<file path="src/rtl/quad_step_decoder_if.sv">
// Quadrature decoder signal bundle: raw encoder inputs in, counter step/direction/error out.
interface quad_step_decoder_if;
  logic a_in;
  logic b_in;
  logic en;
  logic dn;
  logic err;

  modport master (
    output a_in,
    output b_in,
    input  en,
    input  dn,
    input  err
  );

  modport slave (
    input  a_in,
    input  b_in,
    output en,
    output dn,
    output err
  );
endinterface

</file>
<file path="src/rtl/quad_step_decoder.sv">
// Quadrature A/B to counter en/dn: 2-FF sync, per-channel debounce, Gray-code step decode.
// Define QUAD_X4_EN for one step per quarter cycle; default is X1 (one step per full cycle).
module quad_step_decoder #(
  parameter int unsigned DEB_CYCLES = 4
) (
  input logic           clk,
  input logic           rst,
  quad_step_decoder_if.slave bus
);

  typedef enum logic [1:0] {
    P00 = 2'b00,
    P01 = 2'b01,
    P11 = 2'b11,
    P10 = 2'b10
  } pos_t;

  localparam logic [3:0] DEB_LAST = 4'(DEB_CYCLES - 1);

  logic [1:0] a_sync;
  logic [1:0] b_sync;
  logic [1:0] sync_v;
  logic [1:0] stable;
  logic [3:0] cnt [2];

  pos_t state;
  pos_t state_nxt;
  pos_t cur;

  logic step_up;
  logic step_dn;
  logic illegal;
  logic en_r;
  logic dn_r;
  logic err_r;
  logic en_nxt;
  logic dn_nxt;
  logic err_nxt;

`ifndef QUAD_X4_EN
  logic [1:0] q;
  logic [1:0] q_nxt;
`endif

  function automatic pos_t succ(input pos_t p);
    case (p)
      P00:     return P01;
      P01:     return P11;
      P11:     return P10;
      default: return P00;
    endcase
  endfunction

  function automatic pos_t pred(input pos_t p);
    case (p)
      P00:     return P10;
      P10:     return P11;
      P11:     return P01;
      default: return P00;
    endcase
  endfunction

  always_ff @(posedge clk or posedge rst) begin
    if (rst) begin
      a_sync <= '0;
      b_sync <= '0;
    end else begin
      a_sync <= {a_sync[0], bus.a_in};
      b_sync <= {b_sync[0], bus.b_in};
    end
  end

  // Bit 1 is channel A, bit 0 channel B, so the stable pair is directly the Gray position.
  assign sync_v = {a_sync[1], b_sync[1]};

  always_ff @(posedge clk or posedge rst) begin
    if (rst) begin
      stable <= '0;
      cnt[0] <= '0;
      cnt[1] <= '0;
    end else begin
      for (int unsigned i = 0; i < 2; i++) begin
        if (sync_v[i] == stable[i]) begin
          cnt[i] <= '0;
        end else if (cnt[i] == DEB_LAST) begin
          stable[i] <= sync_v[i];
          cnt[i]    <= '0;
        end else begin
          cnt[i] <= cnt[i] + 4'd1;
        end
      end
    end
  end

  assign cur = pos_t'(stable);

  // State register also holds the registered outputs and the quarter accumulator.
  always_ff @(posedge clk or posedge rst) begin
    if (rst) begin
      state <= P00;
      en_r  <= 1'b0;
      dn_r  <= 1'b0;
      err_r <= 1'b0;
`ifndef QUAD_X4_EN
      q     <= '0;
`endif
    end else begin
      state <= state_nxt;
      en_r  <= en_nxt;
      dn_r  <= dn_nxt;
      err_r <= err_nxt;
`ifndef QUAD_X4_EN
      q     <= q_nxt;
`endif
    end
  end

  always_comb begin
    state_nxt = cur;
  end

  always_comb begin
    step_up = (cur != state) && (cur == succ(state));
    step_dn = (cur != state) && (cur == pred(state));
    illegal = (cur != state) && !step_up && !step_dn;
    en_nxt  = 1'b0;
    dn_nxt  = dn_r;
    err_nxt = illegal;
`ifdef QUAD_X4_EN
    if (step_up) begin
      en_nxt = 1'b1;
      dn_nxt = 1'b0;
    end else if (step_dn) begin
      en_nxt = 1'b1;
      dn_nxt = 1'b1;
    end
`else
    q_nxt = q;
    if (step_up) begin
      q_nxt = q + 2'd1;
      if (q == 2'd3) begin
        en_nxt = 1'b1;
        dn_nxt = 1'b0;
      end
    end else if (step_dn) begin
      q_nxt = q - 2'd1;
      if (q == 2'd0) begin
        en_nxt = 1'b1;
        dn_nxt = 1'b1;
      end
    end
`endif
  end

  assign bus.en  = en_r;
  assign bus.dn  = dn_r;
  assign bus.err = err_r;

endmodule

</file>
<file path="src/flat_wrapper.sv">
// flat-port wrapper written by rule: the top's interface ports become plain ports
module quad_step_decoder_flat 
#(
  parameter int unsigned DEB_CYCLES = 4
)
  (clk, rst, bus_a_in, bus_b_in, bus_en, bus_dn, bus_err);
  quad_step_decoder_if bus_i ();
  input logic clk;
  input logic rst;
  input wire logic [$bits(bus_i.a_in)-1:0] bus_a_in;
  input wire logic [$bits(bus_i.b_in)-1:0] bus_b_in;
  output wire logic [$bits(bus_i.en)-1:0] bus_en;
  output wire logic [$bits(bus_i.dn)-1:0] bus_dn;
  output wire logic [$bits(bus_i.err)-1:0] bus_err;
  assign bus_i.a_in = bus_a_in;
  assign bus_i.b_in = bus_b_in;
  assign bus_en = bus_i.en;
  assign bus_dn = bus_i.dn;
  assign bus_err = bus_i.err;
  quad_step_decoder #(.DEB_CYCLES(DEB_CYCLES)) u_core (.clk(clk), .rst(rst), .bus(bus_i));
endmodule
</file>
<file path="config.mk">
export PLATFORM = sky130hd
export DESIGN_NAME = quad_step_decoder_flat
export DESIGN_NICKNAME = d
export VERILOG_FILES = /design/src/rtl/quad_step_decoder_if.sv /design/src/rtl/quad_step_decoder.sv /design/src/flat_wrapper.sv
export SDC_FILE = /design/constraint.sdc
export NUM_CORES = 1
export LEC_CHECK = 0
export ABC_AREA = 1
export CORE_MARGIN = 4
export CORE_UTILIZATION = 47
export CTS_CLUSTER_SIZE = 12
export DETAILED_ROUTE_END_ITERATION = 7
export MAX_ROUTING_LAYER = met4
export PLACE_DENSITY = 0.7
export SLEW_MARGIN = 20
export SYNTH_ARGS = -nofsm -noshare
export SYNTH_HDL_FRONTEND = slang
export SYNTH_SLANG_ARGS = --single-unit
</file>
<file path="constraint.sdc">
create_clock -name clk -period 2 [get_ports clk]
set_input_delay 0.3 -clock clk [delete_from_list [all_inputs] [get_ports clk]]
set_output_delay 0.3 -clock clk [all_outputs]
set_load 0.05 [all_outputs]
</file>
-- Yosys cells after proc, flatten, opt, wreduce, memory -nomap -nowiden
Cells that the tools add are included.
- add/sub/neg operators: 4
- multiply operators: 0
- divide/modulo/power cells: 0
- $lt $le $gt $ge: 0
- eq/ne operators: 12
- shift operators: 0
- muxes and demuxes: 16
- bitwise logic cells: 2
- reductions and logical operators: 13
- operators by type and width (cell ; count):
    4-bit two-way mux ; 4
    2-bit case mux with 3 select lines ; 2
    4-bit by 1-bit adder with 4-bit output (second input constant) ; 2
    4-bit by 2-bit equality test with 1-bit output (second input constant) ; 2
    1-bit two-way mux ; 8
    2-bit equality test (second input constant) ; 3
    2-bit equality test ; 2
    1-bit logical AND ; 4
    2-bit logical NOT ; 2
    2-bit two-way mux ; 2
    2-bit AND reduction ; 2
    2-bit nonzero test ; 2
    3-bit AND reduction ; 1
    2-bit by 1-bit adder with 2-bit output (second input constant) ; 1
    1-bit equality test ; 2
    2-bit by 1-bit equality test with 1-bit output (second input constant) ; 1
    1-bit logical NOT ; 2
    2-bit != test ; 1
    2-bit != test (second input constant) ; 1
    1-bit NOT ; 2
    2-bit by 1-bit subtractor with 2-bit output (second input constant) ; 1
- bits in registers: 21
- bits in latches: 0
- RAM bits: 0
- bits in read-only memories: 0
- output and inout bits: 3
- word-level logic and storage cells: 58
- memories: 0

-- Longest topological paths before layout
- depth in word-level cells: 7
- depth in mapped cells: 7

-- Worst setup path after synthesis
No wires, ideal clock.
- kind: flip-flop to flip-flop
- start: reg u_core.stable[1], in the netlist u_core.cur[1]
- end: reg u_core.q[0]
- library setup time: 0.116 ns
- arrival time: 0.834 ns
- slack: 1.049 ns
- stages on the path, launching flop included: 8
- path buffers: 0
- cell sequence: dfrtp_1 > inv_1 > nand2_1 > nand2_1 > nand2_1 > nand2_1 > nand2_1 > nand2_1
- longest elaborated chain between the ends: 3
- elaborated cells between the ends (all ways): 7
- those cells by class: 3 x eq/ne; 1 x mux; 3 x reduce/logical
- ends and longest elaborated chain (item ; RTL line ; source):
    from (decl) ; quad_step_decoder.sv:23 ; logic [1:0] stable;
    from (signal, indexed assignment) ; quad_step_decoder.sv:86 ; stable[i] <= sync_v[i];
    2-bit != test, or another cell as far along ; quad_step_decoder.sv:123, quad_step_decoder.sv:124 ;
    1-bit logical AND (on tied branches) ; quad_step_decoder.sv:123, quad_step_decoder.sv:124 ;
    2-bit two-way mux or 2-bit nonzero test (tied branches) ; n/a ;
    to (signal assigned) ; quad_step_decoder.sv:113 ; q <= q_nxt;
    to (decl) ; quad_step_decoder.sv:41 ; logic [1:0] q;
Several ways; a longest one is shown, not always the timed one.
A chain may end at the register's enable or synchronous reset.

-- Worst setup path in the final report
- start: reg u_core.dn_r, in the netlist u_core.bus.dn
- end: out bus_dn
- RTL lines (item ; RTL line ; source):
    from (decl) ; quad_step_decoder.sv:34 ; logic dn_r;
    from (signal assigned) ; quad_step_decoder.sv:110 ; dn_r <= dn_nxt;
    to (decl) ; flat_wrapper.sv:13 ; output wire logic [$bits(bus_i.dn)-1:0] bus_dn;
No word-level cell between the ends.

==> results.json <==
{
  "status": "complete, no violations",
  "synth_area_per_cell_um2": 9.24,
  "place_ws_ns": 0.567,
  "fin_crit_ns": 1.78,
  "p_switching_uw": 642,
  "finalSetupTns_ns": 0,
  "cp-start-kind": "flip-flop",
  "ir_drop_mv": 0.635,
  "period_share_pct": 88.8,
  "grt_pass1_wl_mm": 2.24,
  "area_delta_synth_final_pct": 14.6,
  "synth_most_common_cell": "nand2_1",
  "max_stage_delay_ns": 0.80,
  "synth_top_flop_cell": "dfrtp_1",
  "grt.overflow.total": 0,
  "synth_area_um2": 868,
  "dieArea_um2": 2600,
  "wl_mm": 1.20,
  "clock_latency_ns": 0.30,
  "drc": 0,
  "crit_chain": "clkdlybuf4s50_1",
  "yosys_warnings": 0,
  "pwr-share-seq_pct": 44.9,
  "dr.pass1.iters": 2,
  "cts.clk_slew.worst_paths_ns": 0.11,
  "fp.dieH_um": 51.0,
  "cellLeakagePower_nw": 0.523,
  "hold_viol": 0,
  "setup_viol": 0,
  "drt_iter0_drc": 4,
  "post-synth-top-area-cell": "dfrtp_1",
  "swShare_pct": 41.8,
  "die_w_um": 51.0,
  "yosysSeqAreaShare_pct": 60.5,
  "first_global_vias": 579,
  "required_ns": 1.70,
  "synth_edf_count": 0,
  "synth_area_leaders": "dfrtp_1 61%, nand2_1 13%, nor2_1 6.1%, xnor2_1 5.0%, inv_1 3.9%",
  "finalPower_mw": 1.54,
  "vias_per_cell": 4.55,
  "relSlewSlack_pct": 67.3,
  "fmax_mhz": 563,
  "r2r_slack_ns": 0.91,
  "clockBufferDepth": 2,
  "num_rows": 15,
  "worst_pin_slew_ns": 0.490,
  "grtUsageTotal_pct": 12.0,
  "diodes": 0,
  "route.antenna.remaining_nets": 0,
  "cap_violations": 0,
  "antenna_found_initial": 0,
  "synth_cell_types": 11,
  "core_um2": 1750,
  "combPwrFrac_pct": 42.1,
  "grtUsageMet2_pct": 19.3,
  "tritoncts": "yes",
  "finalWeightedCongestion": 0.817,
  "rsz0062_at_grt": "false",
  "h-tree-depth": 1,
  "cp-end-kind": "output pin",
  "ys_ff_latch": 21,
  "io-pin-count": 7,
  "path_max_fanout": 2,
  "hold_path_class": "in -> async",
  "crit_arrival_ns": 1.48,
  "finClkSkew_ns": 0.00340,
  "internal-power_uw": 893,
  "final_nets": 112,
  "grt_use_met3_pct": 3.50,
  "synth.top_cell.area_share_pct": 60.5,
  "critical_path_buf_inv_count": 1,
  "fin_ws_ns": 0.225,
  "dr_total_vias": 591,
  "start_util_pct": 49.7,
  "crit_slowest_cell": "clkdlybuf4s50_1",
  "crit_path_start": "u_core.bus.dn",
  "syn_inst": 94,
  "grt_most_used_layer": "met2",
  "cp_top_family": "buffers and inverters",
  "final_max_slew_viol_count": 0,
  "r2r_start": "u_core.cur[0]",
  "cts_hold_buf": 0,
  "final_layout_size_suffix_gt1_share_pct": 5.71,
  "portBuffers": 6,
  "placed_area_um2": 967,
  "cp_num_cells": 1,
  "synth_fp_nets": 100,
  "grt_max_degree": 22,
  "use_met1_pct": 13.2,
  "async_flop_share_pct": 100,
  "power_density_nw_per_um2": 1540,
  "critPathKind": "reg -> out",
  "stdcell_area_um2": 995,
  "synth_common_cells": "29 x nand2_1, 21 x dfrtp_1, 14 x nor2_1",
  "p_clk_share_pct": 13.0,
  "routedWlPerCell_um": 9.25,
  "cts_setup_buffers": 0,
  "dpl.hpwl_um": 917,
  "cts_resized": 0,
  "clock_sinks": 21,
  "rr_worst_depth": 7,
  "clock-root-buffer": "clkbuf_4",
  "numCtsBuffers": 3
}
## metal layers
| layer | vias up | share of wire (%) | routed length (um) |
|---|---|---|---|
| li1 | 307 | - | - |
| met1 | 272 | 50 | 598 |
| met3 | 5 | 3.6 | 43 |
| met2 | 7 | 44 | 528 |
| met4 | 0 | 2.7 | 32 |
| met5 | - | 0 | 0 |
## power groups by stage
stage,registers (mW),clock network (mW),logic [mW]
floorplan,0.770,0,0.422
global placement,0.687,0,0.635
detailed placement,0.697,0,0.654
CTS,0.689,0.205,0.656
global route,0.712,0.228,0.754
finish,0.689,0.199,0.646
## state kept, by name, indices dropped and copies added, names as in the netlist
register        cells
u_core.cnt          8
u_core.a_sync       2
u_core.b_sync       2
u_core.cur          2
u_core.q            2
u_core.state        2
u_core.bus.dn       1
u_core.bus.en       1
u_core.bus.err      1
## cell families after synthesis
| logic type | share of synthesized area (%) |
|---|---|
| adder cells (fa/ha/maj) | 2.88 |
| AND/OR/NAND/NOR | 23.5 |
| AO/OA/AOI/OAI | 1.73 |
| buffers and inverters | 4.32 |
| XOR/XNOR | 7.06 |
| flip-flops | 60.5 |
## cells in the final DEF, fill, tap and decap left out, types with 3 or more instances in the layout
cell / count
nand2_1: 29
dfrtp_1: 21
nor2_1: 14
inv_1: 9
nand3_1: 6
clkdlybuf4s50_1: 6
xnor2_1: 5
a21oi_1: 3
clkbuf_4: 3
## through the flow
stage,utilization (%),cells,hold slack (ns)
final,57.0,130,0.309
after global placement,55.4,126,0.334
after global routing,57.0,130,0.324
after CTS,57.0,130,0.315
after detailed placement,55.4,126,0.341
after floorplan,-,94,0.277
## layout make-up
class	instances	area (um2)
sequential	21	526
tap	25	31.3
clock inverter	1	5.00
clock buffer	3	22.5
multi-input combinational	63	305
fill	168	751
timing repair buffer	7	67.6
inverter	10	37.5
## final timing paths
kind                               endpoint
setup reg to reg                u_core.q[1]
hold reg to reg            u_core.b_sync[1]
hold / removal                u_core.cur[1]
max in group asynchronous     u_core.cnt[6]
setup / recovery                     bus_dn
min in group clk           u_core.b_sync[1]
(Power assumes the default switching activity.)
